[config.mk]
export PLATFORM = sky130hd
export DESIGN_NAME = wb_queue_2w
export DESIGN_NICKNAME = d
export VERILOG_FILES = /design/src/rtl/wb_queue_2w.sv
export SDC_FILE = /design/constraint.sdc
export NUM_CORES = 1
export LEC_CHECK = 0
export CORE_ASPECT_RATIO = 0.8
export CORE_MARGIN = 10
export CORE_UTILIZATION = 59
export DETAILED_ROUTE_END_ITERATION = 6
export PLACE_DENSITY = 0.9
export SLEW_MARGIN = 20
export SYNTH_ARGS = -nofsm -noshare
export SYNTH_HDL_FRONTEND = slang
export SYNTH_SLANG_ARGS = --single-unit
[constraint.sdc]
create_clock -name clk -period 6.2 [get_ports clk]
set_clock_uncertainty 0.1 [all_clocks]
set_input_delay 1.24 -clock clk [delete_from_list [all_inputs] [get_ports clk]]
set_output_delay 1.24 -clock clk [all_outputs]
set_load 0.1 [all_outputs]
[src/rtl/wb_queue_2w.sv]
// wb_queue_2w: two-wide writeback queue feeding the register-file write ports.
// Accepts up to two results per cycle, compacted at the tail, and drains up to
// two per cycle, oldest first, unless the register file stalls.
// Optional feature macro: WB_BYPASS_EN -- when defined, results arriving at an
// empty, unstalled queue go straight to the write ports in the same cycle.
module wb_queue_2w #(
    parameter int unsigned DATA_WIDTH = 32,
    parameter int unsigned TAG_WIDTH  = 6,
    parameter int unsigned DEPTH      = 8
) (
    input  logic                         clk,
    input  logic                         rst,
    input  logic                         in1_valid_i,
    input  logic [TAG_WIDTH-1:0]         in1_tag_i,
    input  logic [DATA_WIDTH-1:0]        in1_data_i,
    input  logic                         in2_valid_i,
    input  logic [TAG_WIDTH-1:0]         in2_tag_i,
    input  logic [DATA_WIDTH-1:0]        in2_data_i,
    output logic                         in_ready_o,
    input  logic                         wb_stall_i,
    output logic                         wr1_en_o,
    output logic [TAG_WIDTH-1:0]         wr1_tag_o,
    output logic [DATA_WIDTH-1:0]        wr1_data_o,
    output logic                         wr2_en_o,
    output logic [TAG_WIDTH-1:0]         wr2_tag_o,
    output logic [DATA_WIDTH-1:0]        wr2_data_o,
    output logic [$clog2(DEPTH+1)-1:0]   count_o
);

    localparam int unsigned PTR_W = $clog2(DEPTH);
    localparam int unsigned CNT_W = $clog2(DEPTH+1);

    // Storage and pointers
    logic [TAG_WIDTH-1:0]  tag_mem_q  [DEPTH];
    logic [DATA_WIDTH-1:0] data_mem_q [DEPTH];
    logic [PTR_W-1:0]      head_q, head_d;
    logic [PTR_W-1:0]      tail_q, tail_d;
    logic [CNT_W-1:0]      count_q, count_d;

    // Compacted input slots
    logic                  s0_v, s1_v;
    logic [TAG_WIDTH-1:0]  s0_tag, s1_tag;
    logic [DATA_WIDTH-1:0] s0_data, s1_data;
    logic                  bypass_c;
    logic                  accept_c;
    logic                  we0_c, we1_c;
    logic [1:0]            n_in_c, n_out_c;
    logic [PTR_W-1:0]      head1_c, tail1_c;

    // Compact the two lanes so the oldest valid result always lands in slot 0
    always_comb begin
        s0_v    = in1_valid_i | in2_valid_i;
        s1_v    = in1_valid_i & in2_valid_i;
        s0_tag  = '0;
        s0_data = '0;
        if (in1_valid_i) begin
            s0_tag  = in1_tag_i;
            s0_data = in1_data_i;
        end else if (in2_valid_i) begin
            s0_tag  = in2_tag_i;
            s0_data = in2_data_i;
        end
        s1_tag  = s1_v ? in2_tag_i  : '0;
        s1_data = s1_v ? in2_data_i : '0;
    end

    // Enqueue/dequeue control and next pointer/count state
    always_comb begin
        in_ready_o = (count_q <= CNT_W'(DEPTH-2));
`ifdef WB_BYPASS_EN
        bypass_c   = !rst && (count_q == '0) && !wb_stall_i && in_ready_o;
`else
        bypass_c   = 1'b0;
`endif
        accept_c   = in_ready_o & ~bypass_c;
        we0_c      = s0_v & accept_c;
        we1_c      = s1_v & accept_c;
        n_in_c     = {1'b0, we0_c} + {1'b0, we1_c};

        n_out_c = 2'd0;
        if (!wb_stall_i) begin
            if (count_q >= CNT_W'(2)) n_out_c = 2'd2;
            else                      n_out_c = count_q[1:0];
        end

        head1_c = head_q + PTR_W'(1);
        tail1_c = tail_q + PTR_W'(1);
        head_d  = head_q + PTR_W'(n_out_c);
        tail_d  = tail_q + PTR_W'(n_in_c);
        count_d = count_q + CNT_W'(n_in_c) - CNT_W'(n_out_c);
        count_o = count_q;
    end

    // Write-port drive: head entries when draining, or the inputs when bypassing
    always_comb begin
        wr1_en_o   = 1'b0;
        wr1_tag_o  = '0;
        wr1_data_o = '0;
        wr2_en_o   = 1'b0;
        wr2_tag_o  = '0;
        wr2_data_o = '0;
        if (n_out_c != 2'd0) begin
            wr1_en_o   = 1'b1;
            wr1_tag_o  = tag_mem_q[head_q];
            wr1_data_o = data_mem_q[head_q];
        end
        if (n_out_c == 2'd2) begin
            wr2_en_o   = 1'b1;
            wr2_tag_o  = tag_mem_q[head1_c];
            wr2_data_o = data_mem_q[head1_c];
        end
        if (bypass_c) begin
            wr1_en_o   = s0_v;
            wr1_tag_o  = s0_tag;
            wr1_data_o = s0_data;
            wr2_en_o   = s1_v;
            wr2_tag_o  = s1_tag;
            wr2_data_o = s1_data;
        end
    end

    // Pointer and occupancy registers
    always_ff @(posedge clk or posedge rst) begin
        if (rst) begin
            head_q  <= '0;
            tail_q  <= '0;
            count_q <= '0;
        end else begin
            head_q  <= head_d;
            tail_q  <= tail_d;
            count_q <= count_d;
        end
    end

    // Entry storage; contents are only observed through valid head entries
    always_ff @(posedge clk) begin
        if (we0_c) begin
            tag_mem_q[tail_q]  <= s0_tag;
            data_mem_q[tail_q] <= s0_data;
        end
        if (we1_c) begin
            tag_mem_q[tail1_c]  <= s1_tag;
            data_mem_q[tail1_c] <= s1_data;
        end
    end

endmodule
Yosys cells after proc, flatten, opt, wreduce, memory -nomap -nowiden
Memory sizes are Yosys's and may differ from the RTL's.
Index checks and enable logic that the tools add are counted.
Widths: inputs -> output; s select.
Storage, ports and cells
  register bits after elaboration: 10
  memory bits (writable): 304
  input bits: 81
  output and inout bits: 83
  logic and storage cells: 38
  memories kept: 2
Memory list
  data_mem_q: words 8, bits a word 32, read ports 2, clocked after Yosys merged registers in 0, wr ports 2, line 35  | logic [DATA_WIDTH-1:0] data_mem_q [DEPTH];
  tag_mem_q: words 8, bits a word 6, read ports 2, clocked after Yosys merged registers in 0, wr ports 2, line 34  | logic [TAG_WIDTH-1:0] tag_mem_q [DEPTH];
Cells by class
  $add $sub $neg: 7
  magnitude comparators: 2
  equality and inequality tests: 1
  mux-type cells: 18
  bitwise operators: 4
  reduce and logical (&&, ||, !) cells: 1
Operators by type and width (number)
  $mux 32: 5
  $mux 6: 5
  $add 3x1->3 const B: 2
  $add 3x2->3: 2
  $mux 1: 6
  $add 4x2->4: 1
  $ge 4x2->1 const B: 1
  $le 4x3->1 const B: 1
  $mux 2: 2
  $sub 4x2->4: 1
  $and 1x1->1: 3
  $add 1x1->2: 1
  $eq 2x2->1 const B: 1
  $reduce_bool 2->1: 1
  $or 1x1->1: 1

Depth between registers and ports, before layout
  word-level depth: 5
  mapped depth: 15
  depth with buffers taken out: 14

Least setup slack after synthesis
Ideal clock, no wire load.
  path kind: flip-flop to flip-flop
  start point: register count_q[3], in the netlist count_o[3]
  end point: memory data_mem_q[1][0] (enable)
  arrival: 5.373 ns
  path slack: 0.237 ns
  cell stages (with the launch flop): 8
  buffers on the path: 0
  clock period less this slack: 5.963 ns
  cells stage by stage: dfrtp_1 -> inv_1 -> ha_1 -> nand3_1 -> nand2_1 -> inv_1 -> nand3b_1 -> o31ai_1
RTL lines
  from (decl): line 38  | logic [CNT_W-1:0] count_q, count_d;
  from (signal assigned): line 131  | count_q <= count_d;
  to (decl): line 35

Worst setup path after layout
  start point: input wb_stall_i
  end point: output wr1_data_o[20]
On the way
  word-level cells in the longest chain between the ends: 3
RTL lines
  from (decl): line 20  | input logic wb_stall_i,
  $mux 2: line 81  | if (!wb_stall_i) begin
  $reduce_bool 2->1: line 102  | if (n_out_c != 2'd0) begin
  $mux 32: line 102
  to (decl): line 23  | output logic [DATA_WIDTH-1:0] wr1_data_o,
Every way passes these cells.

==> reports/qor.txt <==
Initial DRC Count: 2097
Via count: 13900
Outcome: finished, violations left
Worst-Skew Late Latency: 510 ps
ANT nets after route: 0
Slowest-stage cell, CP: clkdlybuf4s50_1
Cell mode on critical path: clkdlybuf4s50_1
Mux contribution to synthesized area: 21.6%
Largest family of logic cells by synthesized area: multiplexers
Max FO, Critical Path: 39
CTS clk-pin slew, worst paths: 60 ps
CTS tree: yes
Cell variety after synth: 43
Max transition margin: 24.8%
Fin crit share: 83.6%
Post_cts resized: 0
Hpwl dp: 32.0 mm
Worst path required time: 4860 ps
Final WL: 53.6 mm
Die Height: 178 um
GP Congestion: 0.861
Achievable frequency: 0.193 GHz
Layout area overhead: 14.5%
Core Footprint: 30600 um2
XOR/XNOR share of the synthesized area: 0.373%
Clk sinks: 314
Largest net degree at the start of global routing: 76
RR Startpoint: count_o[3]
Final hold vios: 0
Layout cells sized above 1: 20.2%
Max-Cap Viols: 0
Gr usage total: 27.3%
First-pass GRT wire length: 81.4 mm
Top cells by area, synth: edfxtp_1 (49%), mux4_2 (17%), a21oi_1 (7.9%)
Hold path startpoint: count_o[0]
Yosys top cell area share: 49.5%
Cell Area, Synth: 18500 um2
Number of synthesized register bits: 314
Cell family with most CP delay: buffers and inverters
Postcts setup bufs: 0
Static leakage: 0.00777 uW
CTS H-tree depth: 2
# setup viols final: 0
First-pass detailed-route iteration total: 7
Vias in the first global route: 14000
Final core occ: 69.1%
Clock tree buffer depth: 3
Crit Path Class: in -> out
Die W: 218 um
Starting density of the core: 60.3%
Post-Syn Instances: 1535
Hold buffer count at CTS: 0
GRT overflow: 0
Top cells by count, synth: nor2_1 (327), edfxtp_1 (304), a21oi_1 (291)
Startpoint Class: input port
Initial antenna violation count: 3
Syn nets: 1631
Simple-gate share of the synthesized area: 7.75%
Final slew viol count: 0
Total CTS buffers: 35
Worst setup path startpoint: wb_stall_i
Cell type with the largest total area after synthesis: edfxtp_1
Buf/Inv on CP: 2
Most frequent cell after synthesis: nor2_1
IO Port Bufs: 163
Critical path's largest stage delay: 1030 ps
Worst VDD drop: 0.000606 V
Hold Path Class: reg -> reg
FFs w/ async S/R, synth: 3.18%
Synthesis Warnings: 0
IO Pins: 164
Row Count: 57
Main synth FF type: edfxtp_1
Die footprint: 38800 um2
Slew @ Worst Pin: 1130 ps
Min Tclk post-route: 5190 ps
Number of flops mapped to enable cells by yosys: 304
Post-DR wirelength/cell: 26.3 um
Synth Area in Adders: 1.18%
Critical path cell sequence: clkdlybuf4s50_1 -> a31o_2 -> nor2_1 -> clkdlybuf4s50_1
Via density: 6.79
Root buf cell: clkbuf_16
Share of the yosys chip area belonging to registers: 50.8%
Complex-gate fraction of the synthesized area: 11.8%
Crit path capture type: output port
Arrival time at the worst endpoint: 3850 ps
Synthesized area per cell: 12.0 um2
Pwr/cell area: 611 nW/um2
Setup TNS: 0 ps
Failing checks: DRC
Total Nets Final: 1696
DRC: 1
Unrepaired setup endpoints after global routing: false
[metrics by stage]
| step | cells | total power, uW | hold slack, ps | setup WS (ps) | cell area (um2) |
|---|---|---|---|---|---|
| after floorplan | 1535 | 9120 | 429 | 237 | 18500 |
| after global placement | 1975 | 10700 | 454 | 1150 | 20000 |
| after detailed placement | 1975 | 10800 | 459 | 1030 | 20000 |
| after CTS | 2036 | 12900 | 473 | 1020 | 21100 |
| after global routing | 2038 | 13400 | 501 | 846 | 21100 |
| final | 2040 | 12900 | 493 | 1010 | 21100 |
[report_power, final]
group | switching (uW) | internal [uW]
combinational | 5020 | 2400
clock | 828 | 1210
sequential | 471 | 2990
[cells in the final DEF, fill, tap and decap left out, types with 7 or more instances in the layout]
cell,count
a21oi_1,291
a22oi_1,11
a22oi_2,25
buf_4,76
clkbuf_16,37
clkdlybuf4s50_1,111
clkinv_1,9
dfrtp_1,7
edfxtp_1,304
ha_1,10
inv_1,92
mux2_2,14
mux2i_1,38
mux4_1,9
mux4_2,143
nand2_1,10
nand4_1,8
nor2_1,327
o22ai_1,38
[final timing paths]
check | to | slack, ps | cells after the start
setup / recovery | wr1_data_o[20] | 1010 | 4
hold / removal | count_o[0] | 490 | 1
setup reg to reg | data_mem_q[7][5] | 2740 | 8
hold reg to reg | count_o[0] | 490 | 1
max in group asynchronous | head_q[1] | 4710 | 2
min in group asynchronous | head_q[0] | 950 | 2
[logic make-up (layout without fill, tap and decap cells)]
family,after synthesis,count (layout)
AO/OA/AOI/OAI,379,379
AND/OR/NAND/NOR,361,361
flip-flops,314,314
buffers and inverters,255,344
multiplexers,204,204
adder cells (fa/ha/maj),15,15
XOR/XNOR,7,7
other,0,3
[final cells by class]
cell class	count	area [um2]
Fill cell	1976	9470
Sequential cell	314	9390
Multi-Input combinational cell	966	8020
Timing Repair Buffer	191	1740
Clock buffer	42	945
Tap cell	413	517
Inverter	92	345
Clock inverter	19	163
Antenna cell	3	7.51
[layer usage]
layer | up-vias | share of wire [%] | global-route usage, % | routed length, um
met5 | - | 0.017 | 0 | 9
met3 | 193 | 13 | 5.82 | 6950
li1 | 5871 | - | - | -
met4 | 2 | 4.5 | 12.7 | 2430
met1 | 6639 | 34 | 34.3 | 18000
met2 | 1149 | 49 | 45.0 | 26200
[sequential cells by signal, indices dropped and copies added (netlist names)]
name / count
data_mem_q: 256
tag_mem_q: 48
count_o: 4
head_q: 3
tail_q: 3
Note: power is estimated with default switching activity, not from simulation.
